--- config.mk ---
export PLATFORM = sky130hd
export DESIGN_NAME = big_core_vga_timing_gen
export DESIGN_NICKNAME = d
export VERILOG_FILES = /design/src/rtl/big_core_pkg.sv /design/src/rtl/big_core_vga_pix_pipe.sv /design/src/rtl/big_core_vga_timing_gen.sv
export SDC_FILE = /design/constraint.sdc
export NUM_CORES = 1
export LEC_CHECK = 0
export ABC_CLOCK_PERIOD_IN_PS = 2100
export CELL_PAD_IN_SITES_DETAIL_PLACEMENT = 1
export CELL_PAD_IN_SITES_GLOBAL_PLACEMENT = 2
export CORE_MARGIN = 2
export CORE_UTILIZATION = 34
export DETAILED_ROUTE_END_ITERATION = 7
export GPL_ROUTABILITY_DRIVEN = 0
export PLACE_DENSITY_LB_ADDON = 0.1
export SLEW_MARGIN = 25
export SYNTH_ARGS = -nofsm -noshare
export SYNTH_HDL_FRONTEND = slang
export SYNTH_HIERARCHICAL = 1
export SYNTH_SLANG_ARGS = --single-unit
--- constraint.sdc ---
create_clock -name Clk -period 2.1 [get_ports Clk]
set_input_delay 0.525 -clock Clk [delete_from_list [all_inputs] [get_ports Clk]]
set_output_delay 0.525 -clock Clk [all_outputs]
set_load 0.05 [all_outputs]
--- src/rtl/big_core_pkg.sv ---
// Shared types and default 640x480 timing for the big_core raster timing generator.
package big_core_pkg;

  localparam int unsigned VGA_XW_MAX = 12;
  localparam int unsigned VGA_YW_MAX = 12;

  localparam int unsigned VGA_H_ACTIVE = 640;
  localparam int unsigned VGA_H_FP     = 16;
  localparam int unsigned VGA_H_SYNC   = 96;
  localparam int unsigned VGA_H_BP     = 48;
  localparam int unsigned VGA_V_ACTIVE = 480;
  localparam int unsigned VGA_V_FP     = 10;
  localparam int unsigned VGA_V_SYNC   = 2;
  localparam int unsigned VGA_V_BP     = 33;

  typedef enum logic [1:0] {VGA_IDLE, VGA_RUN, VGA_DRAIN} t_vga_state;

  // hs/vs are the active (polarity-free) sync flags; coordinates sized for the largest raster.
  typedef struct packed {
    logic [VGA_XW_MAX-1:0] x;
    logic [VGA_YW_MAX-1:0] y;
    logic                  de;
    logic                  hs;
    logic                  vs;
    logic                  ls;
    logic                  fs;
  } t_vga_pix;

  localparam t_vga_pix VGA_PIX_BLANK = '0;

endpackage

--- src/rtl/big_core_vga_pix_pipe.sv ---
// Fixed-depth delay line of raster entries between fetch and display, with a one-clock
// "tail just loaded" flag used to shape single-clock pulses.
module big_core_vga_pix_pipe
  import big_core_pkg::*;
#(
  parameter int unsigned DEPTH = 2
) (
  input  logic     Clk,
  input  logic     i_clr,
  input  logic     i_shift,
  input  t_vga_pix i_head,
  output t_vga_pix o_tail,
  output logic     o_loaded
);

  t_vga_pix [DEPTH-1:0] r_pipe;
  logic                 r_loaded;

  if (DEPTH == 1) begin : g_single
    always_ff @(posedge Clk) begin
      if (i_clr) begin
        r_pipe <= '0;
      end else if (i_shift) begin
        r_pipe[0] <= i_head;
      end
    end
  end else begin : g_multi
    always_ff @(posedge Clk) begin
      if (i_clr) begin
        r_pipe <= '0;
      end else if (i_shift) begin
        r_pipe <= {r_pipe[DEPTH-2:0], i_head};
      end
    end
  end

  always_ff @(posedge Clk) begin
    if (i_clr) begin
      r_loaded <= 1'b0;
    end else begin
      r_loaded <= i_shift;
    end
  end

  assign o_tail   = r_pipe[DEPTH-1];
  assign o_loaded = r_loaded;

endmodule

--- src/rtl/big_core_vga_timing_gen.sv ---
// Programmable raster timing generator: fetch coordinates lead the displayed pixel by LEAD
// pixel ticks; start/stop only on whole-frame boundaries.
module big_core_vga_timing_gen
  import big_core_pkg::*;
#(
  parameter int unsigned H_ACTIVE = VGA_H_ACTIVE,
  parameter int unsigned H_FP     = VGA_H_FP,
  parameter int unsigned H_SYNC   = VGA_H_SYNC,
  parameter int unsigned H_BP     = VGA_H_BP,
  parameter int unsigned V_ACTIVE = VGA_V_ACTIVE,
  parameter int unsigned V_FP     = VGA_V_FP,
  parameter int unsigned V_SYNC   = VGA_V_SYNC,
  parameter int unsigned V_BP     = VGA_V_BP,
  parameter bit          H_POL    = 1'b0,
  parameter bit          V_POL    = 1'b0,
  parameter int unsigned CLK_DIV  = 1,
  parameter int unsigned LEAD     = 2,
  localparam int unsigned H_TOTAL = H_ACTIVE + H_FP + H_SYNC + H_BP,
  localparam int unsigned V_TOTAL = V_ACTIVE + V_FP + V_SYNC + V_BP,
  localparam int unsigned XW      = $clog2(H_TOTAL),
  localparam int unsigned YW      = $clog2(V_TOTAL)
) (
  input  logic          Clk,
  input  logic          Rst_N,
  input  logic          En,
  output logic [XW-1:0] fetch_x,
  output logic [YW-1:0] fetch_y,
  output logic          fetch_valid,
  output logic [XW-1:0] CounterX,
  output logic [YW-1:0] CounterY,
  output logic          inDisplayArea,
  output logic          vga_h_sync,
  output logic          vga_v_sync,
  output logic          line_start,
  output logic          frame_start,
  output logic [15:0]   frame_cnt,
  output logic          busy
);

  localparam int unsigned DW = (CLK_DIV > 1) ? $clog2(CLK_DIV) : 1;
  localparam int unsigned LW = $clog2(LEAD + 1);

  t_vga_state    r_state, w_state_nxt;
  logic [DW-1:0] r_div;
  logic [XW-1:0] r_fx;
  logic [YW-1:0] r_fy;
  logic [LW-1:0] r_drain;
  logic          r_stop_pend;
  logic [15:0]   r_frame_cnt;
  logic          w_run, w_tick, w_last, w_stop, w_drain_done;
  logic          w_de_f, w_hs_f, w_vs_f;
  logic          w_loaded, w_unused_tail;
  t_vga_pix      w_head, w_tail;

  assign w_run        = (r_state == VGA_RUN);
  assign w_tick       = (r_state != VGA_IDLE) && (32'(r_div) == CLK_DIV - 1);
  assign w_last       = (32'(r_fx) == H_TOTAL - 1) && (32'(r_fy) == V_TOTAL - 1);
  assign w_stop       = r_stop_pend || !En;
  assign w_drain_done = (32'(r_drain) == LEAD - 1);

  assign w_de_f = (32'(r_fx) < H_ACTIVE) && (32'(r_fy) < V_ACTIVE);
  assign w_hs_f = (32'(r_fx) >= H_ACTIVE + H_FP) && (32'(r_fx) < H_ACTIVE + H_FP + H_SYNC);
  assign w_vs_f = (32'(r_fy) >= V_ACTIVE + V_FP) && (32'(r_fy) < V_ACTIVE + V_FP + V_SYNC);

  always_ff @(posedge Clk) begin
    if (!Rst_N) begin
      r_state <= VGA_IDLE;
    end else begin
      r_state <= w_state_nxt;
    end
  end

  always_comb begin
    w_state_nxt = r_state;
    unique case (r_state)
      VGA_IDLE:  if (En) w_state_nxt = VGA_RUN;
      VGA_RUN:   if (w_tick && w_last && w_stop) w_state_nxt = VGA_DRAIN;
      VGA_DRAIN: if (w_tick && w_drain_done) w_state_nxt = VGA_IDLE;
      default:   w_state_nxt = VGA_IDLE;
    endcase
  end

  always_ff @(posedge Clk) begin
    if (!Rst_N) begin
      r_div       <= '0;
      r_fx        <= '0;
      r_fy        <= '0;
      r_drain     <= '0;
      r_stop_pend <= 1'b0;
      r_frame_cnt <= '0;
    end else begin
      r_div <= (r_state == VGA_IDLE || w_tick) ? '0 : r_div + 1'b1;
      // Any clock of En low in RUN arms the stop; a later clock with En high disarms it.
      r_stop_pend <= w_run && !En;
      if (w_run && w_tick) begin
        if (32'(r_fx) == H_TOTAL - 1) begin
          r_fx <= '0;
          r_fy <= (32'(r_fy) == V_TOTAL - 1) ? '0 : r_fy + 1'b1;
        end else begin
          r_fx <= r_fx + 1'b1;
        end
      end
      if (r_state != VGA_DRAIN) begin
        r_drain <= '0;
      end else if (w_tick) begin
        r_drain <= r_drain + 1'b1;
      end
      if (frame_start) begin
        r_frame_cnt <= r_frame_cnt + 1'b1;
      end
    end
  end

  always_comb begin
    w_head = VGA_PIX_BLANK;
    if (w_run) begin
      w_head.x  = VGA_XW_MAX'(r_fx);
      w_head.y  = VGA_YW_MAX'(r_fy);
      w_head.de = w_de_f;
      w_head.hs = w_hs_f;
      w_head.vs = w_vs_f;
      w_head.ls = (r_fx == '0);
      w_head.fs = (r_fx == '0) && (r_fy == '0);
    end
  end

  big_core_vga_pix_pipe #(
    .DEPTH (LEAD)
  ) u_pix_pipe (
    .Clk      (Clk),
    .i_clr    (!Rst_N),
    .i_shift  (w_tick),
    .i_head   (w_head),
    .o_tail   (w_tail),
    .o_loaded (w_loaded)
  );

  assign w_unused_tail = ^{w_tail.x, w_tail.y};

  assign fetch_x       = r_fx;
  assign fetch_y       = r_fy;
  assign fetch_valid   = w_de_f && w_tick && w_run;
  assign CounterX      = w_tail.x[XW-1:0];
  assign CounterY      = w_tail.y[YW-1:0];
  assign inDisplayArea = w_tail.de;
  assign vga_h_sync    = H_POL ? w_tail.hs : ~w_tail.hs;
  assign vga_v_sync    = V_POL ? w_tail.vs : ~w_tail.vs;
  assign line_start    = w_tail.ls && w_loaded;
  assign frame_start   = w_tail.fs && w_loaded;
  assign frame_cnt     = r_frame_cnt;
  assign busy          = (r_state != VGA_IDLE);

endmodule

# Word level (Yosys, flattened, before mapping)
# Index checks and enable logic that the tools add are counted.
[totals]
out_inout_bits = 63
register_bits = 93
[op_classes]
add_sub_neg = 5
n_reduce_logical = 26
muxes = 7
bitwise = 4
eq_ne = 9
magnitude_cmp = 6
[ops]
columns = ["cell", "n"]
rows = [
  ["27-bit two-way mux", 1],
  ["10-bit by 1-bit adder with 10-bit output, second input constant", 2],
  ["10-bit == test, second input constant", 2],
  ["10-bit zero test", 2],
  ["10-bit less-than comparator, second input constant", 2],
  ["10-bit by 9-bit less-than comparator with 1-bit output, second input constant", 2],
  ["10-bit two-way mux", 2],
  ["16-bit by 1-bit adder with 16-bit output, second input constant", 1],
  ["1-bit logical AND", 15],
  ["10-bit >= comparator, second input constant", 1],
  ["10-bit by 9-bit >= comparator with 1-bit output, second input constant", 1],
  ["2-bit two-way mux", 3],
  ["2-bit != test, second input constant", 3],
  ["2-bit case mux with 3 select lines", 1],
  ["2-bit by 1-bit == test with 1-bit output, second input constant", 2],
  ["1-bit inverter", 4],
  ["2-bit OR reduction", 2],
  ["3-bit AND reduction", 1],
  ["2-bit by 1-bit adder with 2-bit output, second input constant", 1],
  ["2-bit == test, second input constant", 1],
  ["2-bit zero test", 1],
  ["1-bit logical OR", 2],
  ["2-bit by 1-bit != test with 1-bit output, second input constant", 1],
  ["2-bit AND reduction", 1],
  ["3 further kinds", 3],
]

# Longest topological paths before layout
# Gate-level depths: netlist of the first run.
[logic_depth]
depth_word = 6
ltp_mapped = 7

# Cells and area by module
# The synthesis of the first run kept the hierarchy.
[by_module_without_submodules]
columns = ["module", "area_each_um2", "cells_each", "n_inst"]
rows = [
  ["big_core_vga_pix_pipe", 2302.2, 219, 1],
  ["big_core_vga_timing_gen", 2293.4, 280, 1],
]

# Worst setup path before layout of the first run
# No wires, ideal clock.
[synth_timing]
kind = "register to output"
startpoint = "reg r_state[1]"
endpoint = "out fetch_valid"
stages_incl_launch_ff = 5
arrival_time_ps = 1741
required_time_ps = 1575
path_buffers = 1
path_slack_ps = -166
cell_sequence = "dfxtp_1 > clkbuf_1 > nor2b_1 > and4b_1 > nor2b_1"
[synth_between]
elab_chain_cells = 4
elab_cells_between_ends = 5
cone_classes = "eq/ne: 1; reduce/logical: 4"
[synth_lines]
columns = ["item", "line", "rtl"]
rows = [
  ["start, declared", "big_core_vga_timing_gen.sv:43", "t_vga_state r_state, w_state_nxt;"],
  ["start signal, assigned", "big_core_vga_timing_gen.sv:69", "r_state <= w_state_nxt;"],
  ["2-bit nonzero test", "big_core_vga_timing_gen.sv:56", "assign w_tick = (r_state != VGA_IDLE) && (32'(r_div) == CLK_DIV - 1);"],
  ["1-bit logical AND", "big_core_vga_timing_gen.sv:56", ""],
  ["1-bit logical AND", "big_core_vga_timing_gen.sv:142", "assign fetch_valid = w_de_f && w_tick && w_run;"],
  ["1-bit logical AND (*)", "big_core_vga_timing_gen.sv:142", ""],
  ["end, declared", "big_core_vga_timing_gen.sv:28", "output logic fetch_valid,"],
]
# Every way passes the cells marked *; elsewhere a longest branch is shown, timed or not.

# Worst setup path after layout of the first run
[layout_timing]
startpoint = "reg r_state[0]"
endpoint = "out fetch_valid"
# The elaborated chain is that of the path after synthesis.

==> run metrics, run 1 <==
initial core utilization 0.345; syn avg cell area between 9 and 10 um2; critical path buffer and inverter count 1; routed vias 3346; Critical Path Start Type register; WP data arrival 1550 ps; storage element area 1870 um2; Syn Nets 480; Fmax 483 MHz; pwr/cell area 684 nW/um2; delay-heaviest family, CP simple AND/OR/NAND/NOR gates; vias in the first global route 3271; reg2reg start fetch_x[0]; Worst-Margin Slew 510 ps; Post-CTS Hold Fix Bufs 0; Final TNS setup 0 ps; Setup crit end kind output pin; First-pass DRT Iterations 4; detailed-routed wire length on met2 4850 um; gr ovfl total 0; Multi-input gate area 2050 um2; CTS tree built; Overall Global Routing Usage 0.167; routed wire length per instance 15.3 um; Tightest Hold Check Type reg2reg; final net count ~530; worst-path fanout max 5; most common cell after layout, fill and taps aside dfxtp_1; Netlist Area Pre-Place 4300 um2; first-pass GRT wire length 17300 um; RSZ-0062 raised after global routing true; peak supply drop 0.324 mV; max_cap viols 0; Power Internal around 0.0028 W; setup ws final roughly 29 ps; Static Leak around 2.1 nW; Ys Warns 6; Die W 116 um; # diodes 0; Final Util 0.424; DP Worst Slack about 140 ps; Top Ports 66; Rows 41; area delta synth->final 23.1%; initial antenna violation count 0; Skew-Pair Late Insertion Delay 350 ps; final worst-path cycle share 0.986; Post-DP Area 4970 um2; Iter 0 DRT Violations ~100; NetSw about 0.0008 W; Slew Limit Headroom 0.659; clock root buffer clkbuf_16; PortBufs 65; Clock Skew 6.88 ps; Mapped Cells ~470; die area between 10000 and 15000 um2; largest net degree at the start of global routing 48; Clk pwr share 0.452; Reg clk slew, reported paths roughly 60 ps; core area 12500 um2; Fillers 1456; endpoints failing setup 0; DRC 0; critical path cell sequence nor2b_1 > and4b_2 > nor2b_2 > buf_12; post-route ant nets 0; Logic pwr share 0.056; Reg power frac 0.492; final instance area approximately 5300 um2; DR vias/cell 4.83; htree depth 3; WS Path Type reg2out; critical hold path startpoint frame_cnt[15]; CTS Buf Count 9; # clock sinks 93; Chip Height 116 um; sw frac 0.225; Critical Path Max Stage Delay 370 ps; M1 WL 5150 um; outcome complete, no violations; final hold viol count 0; CP max stage cell dfxtp_2; final wirelength around 11000 um; hold_ws 474 ps; layout cell share with drive strength beyond 1 0.177; fin. max-slew vios 0; WP data required 1570 ps; hpwl dp 7560 um; most frequent cells in the layout 85 x dfxtp_1, 79 x nor2_1, 56 x mux2i_1; worst setup path start r_state[0]; highest metal layer with signal wires met4; Met3 Wirelength 365 um; min cycle time layout 2070 ps; clock tree buffer depth 2
==> worst reg2reg max path: stages (launching register included) <==
cell and delay [ps]:
dfxtp_2 370, ha_1 240, nor3b_2 340, nand4_4 210
nor4_1 320, mux2_2 370
==> sequential cells by signal (all words and copies together), names as in the netlist <==
signal               flops
r_drain                  2
fetch_y                 10
u_pix_pipe/r_pipe       25
u_pix_pipe/o_tail       25
r_stop_pend              1
fetch_x                 10
r_state                  2
r_div                    1
frame_cnt               16
u_pix_pipe/o_loaded      1
==> layer usage <==
metal | track usage | vias to the layer above
li1 | - | 1662
met1 | 0.231 | 1610
met2 | 0.251 | 59
met3 | 0.0317 | 15
met4 | 0.0770 | 0
met5 | 0 | -
==> power by group through the flow <==
stage | clock network (W) | logic [W] | registers, W
3_3_place_gp | 0 | 0.000204 | 0.00182
3_5_place_dp | 0 | 0.000204 | 0.00182
4_1_cts | 0.00170 | 0.000205 | 0.00178
6_report | 0.00164 | 0.000202 | 0.00178
2_1_floorplan | 0 | 0.000135 | 0.00182
5_1_grt | 0.00177 | 0.000219 | 0.00178
==> cell type report <==
type / instances / share of cell area
clock buffers: 12 / 0.0466
clock inverters: 4 / 0.00899
inverters: 15 / 0.0107
multi-input cells: 311 / 0.389
flip-flops and latches: 93 / 0.354
well taps: 172 / 0.0407
repair buffers: 86 / 0.150
==> stage by stage <==
step | instances | power [W]
2_1_floorplan | 471 | 0.00196
3_3_place_gp | 676 | 0.00202
3_5_place_dp | 676 | 0.00202
4_1_cts | 693 | 0.00369
5_1_grt | 693 | 0.00377
6_report | 693 | 0.00362
==> final timing paths <==
check,end,slack (ps),depth (start not counted)
setup / recovery,fetch_valid,30,4
hold / removal,frame_cnt[15],470,2
setup reg to reg,fetch_y[8],160,5
hold reg to reg,frame_cnt[15],470,2
==> timing repair <==
item,4_1_cts,5_1_grt
endpoints found under the setup margin,7,9
gates resized for setup,11,6
pin swaps,1,0
buffers inserted,1,0
Power figures use the tool's default switching activity.
==> run 2, diff against run 1 <==
--- a/config.mk
+++ b/config.mk
@@ -13,6 +13,7 @@
 export DETAILED_ROUTE_END_ITERATION = 7
 export GPL_ROUTABILITY_DRIVEN = 0
 export PLACE_DENSITY_LB_ADDON = 0.1
+export RECOVER_POWER = 100
 export SLEW_MARGIN = 25
 export SYNTH_ARGS = -nofsm -noshare
 export SYNTH_HDL_FRONTEND = slang
==> run 2 against run 1 <==
Via count about the same. Routed wire length increased by 0.20%. Cell area fell by 3.4%. Worst hold slack worse by 1.2 ps. Die area unchanged. Global-route usage stayed put. Power shrank 0.28%. Critical path type unchanged. Largest cell class unchanged. Largest power group unchanged.
==> run metrics, run 2 (synthesis results as in run 1) <==
CTS tree built; final worst-path cycle share 0.996; Clk pwr share 0.453; layout cell share with drive strength beyond 1 0.113; PortBufs 65; min cycle time layout 2090 ps; hold path depth 2; Post-DP Area 4970 um2; final wirelength 10600 um; htree depth 3; Chip Height 116 um; vias in the first global route around 3300; Static Leak 1.88 nW; final hold viol count 0; R2R depth 5; RSZ-0062 raised after global routing true; Tightest Hold Check Type reg2reg; DP Worst Slack 140 ps; most frequent cells in the layout 85 x dfxtp_1, 79 x nor2_1, 56 x mux2i_1; Iter 0 DRT Violations 95; reg2reg start fetch_x[0]; largest net degree at the start of global routing 48; final instance area 5110 um2; Power Internal 0.00280 W; worst r2r dst fetch_y[8]; WP data arrival 1570 ps; post-route ant nets 0; Placed Instances 676; DR vias/cell 4.83; Hold EP frame_cnt[15]; Worst-Margin Slew 647 ps; area delta synth->final 18.9%; sw frac 0.225; fin. max-slew vios 0; peak supply drop 0.329 mV; first-pass GRT wire length 17300 um; core area about 12000 um2; Post-CTS Hold Fix Bufs 0; Fmax between 400 and 500 MHz; worst-path fanout max 5; Die W around 120 um; clock root buffer clkbuf_16; Skew-Pair Late Insertion Delay 350 ps; Overall Global Routing Usage 0.167; die area 13500 um2; Logic pwr share 0.054; Rows just over 40; hpwl dp 7560 um; endpoints failing setup 0; pwr/cell area 706 nW/um2; routed wire length per instance 15.3 um; setup slack, reg-to-reg 110 ps; Clock Skew 7.61 ps; routed vias roughly 3300; Slew Limit Headroom 0.571; Fillers between 1000 and 1500; Reg clk slew, reported paths 60 ps; First-pass DRT Iterations 4; gr ovfl total 0; Final Util 0.410; initial core utilization 0.345; critical hold path startpoint frame_cnt[15]; NetSw 0.000810 W; Setup crit end kind output pin; outcome complete, no violations; final std cells w/o fill 693; CTS Buf Count 9; WP data required 1570 ps; max_cap viols 0; Critical Path Start Type register; DRC 0; # diodes 0; clock tree buffer depth 2; Top Ports 66; initial antenna violation count 0; # clock sinks 93; setup ws final 9.00 ps; Reg power frac 0.494; most common cell after layout, fill and taps aside dfxtp_1; WS Path Type reg2out; final net count 525
-- run 2: changes by cell type in the layout (fill, tap and decap cells not counted) --
cell and change:
dlymetal6s2s_1 -3, nand4_2 +1, clkbuf_4 +1, nand4_4 -1
dlygate4sd3_1 +1, clkbuf_2 +4, buf_4 -36, buf_12 -1
inv_1 +1, clkdlybuf4s50_1 -1, inv_2 -1, clkbuf_1 +35
-- run 2: final cells by class --
class	count	area, um2	share of cell area
Sequential cell	93	1870	0.366
Tap cell	172	215	0.0421
Timing Repair Buffer	86	626	0.122
Clock inverter	4	47.5	0.00931
Inverter	15	56.3	0.0110
Multi-Input combinational cell	311	2050	0.400
Clock buffer	12	246	0.0482
-- run 2: routing by layer --
metal,share of wire,vias to the layer above,track usage
met4,0.022,0,0.0770
met3,0.035,14,0.0317
met5,0,-,0
met2,0.46,56,0.251
met1,0.48,1610,0.231
li1,-,1665,-
-- run 2: worst max-delay path: stages (launching register included) --
cell and delay (ps):
dfxtp_2 370, nor2b_1 200, and4b_2 300, nor2b_2 200, buf_12 150
-- run 2: how the worst max path moves through the flow --
stage | end | start | cells past startpoint
after floorplan | fetch_valid | r_state[1] | 4
after global placement | fetch_valid | fetch_y[6] | 4
after detailed placement | fetch_y[7] | fetch_y[0] | 6
after CTS | fetch_valid | r_state[0] | 4
after global routing | fetch_valid | r_state[0] | 4
final | fetch_valid | r_state[0] | 4
-- run 2: power groups by stage --
stage	sequential (W)	combinational [W]	clock [W]
global route	0.00178	0.000211	0.00177
detailed placement	0.00182	0.000204	0
floorplan	0.00182	0.000135	0
CTS	0.00178	0.000205	0.00170
finish	0.00178	0.000194	0.00163
global placement	0.00182	0.000204	0
-- run 2: per-stage QoR --
step / hold WS (ps) / setup TNS (ps) / total power (W)
final: 473 / 0 / 0.00361
after global routing: 513 / -203 / 0.00376
after CTS: 481 / -7.61 / 0.00369
after detailed placement: 468 / 0 / 0.00202
after global placement: 452 / 0 / 0.00202
after floorplan: 454 / 0 / 0.00196
-- run 2: repair_timing --
action,CTS,global route
hold endpoints to repair,0,0
buffers inserted,1,0
resized for setup,11,6
pin swaps,1,0
setup endpoints to repair,7,9
==> run 3, diff against run 2 <==
--- a/config.mk
+++ b/config.mk
@@ -11,7 +11,7 @@
 export CORE_MARGIN = 2
 export CORE_UTILIZATION = 34
 export DETAILED_ROUTE_END_ITERATION = 7
-export GPL_ROUTABILITY_DRIVEN = 0
+export GPL_ROUTABILITY_DRIVEN = 1
 export PLACE_DENSITY_LB_ADDON = 0.1
 export RECOVER_POWER = 100
 export SLEW_MARGIN = 25
==> results of run 3 <==
No change in the layout: final DEF, timing and power equal those of run 2.
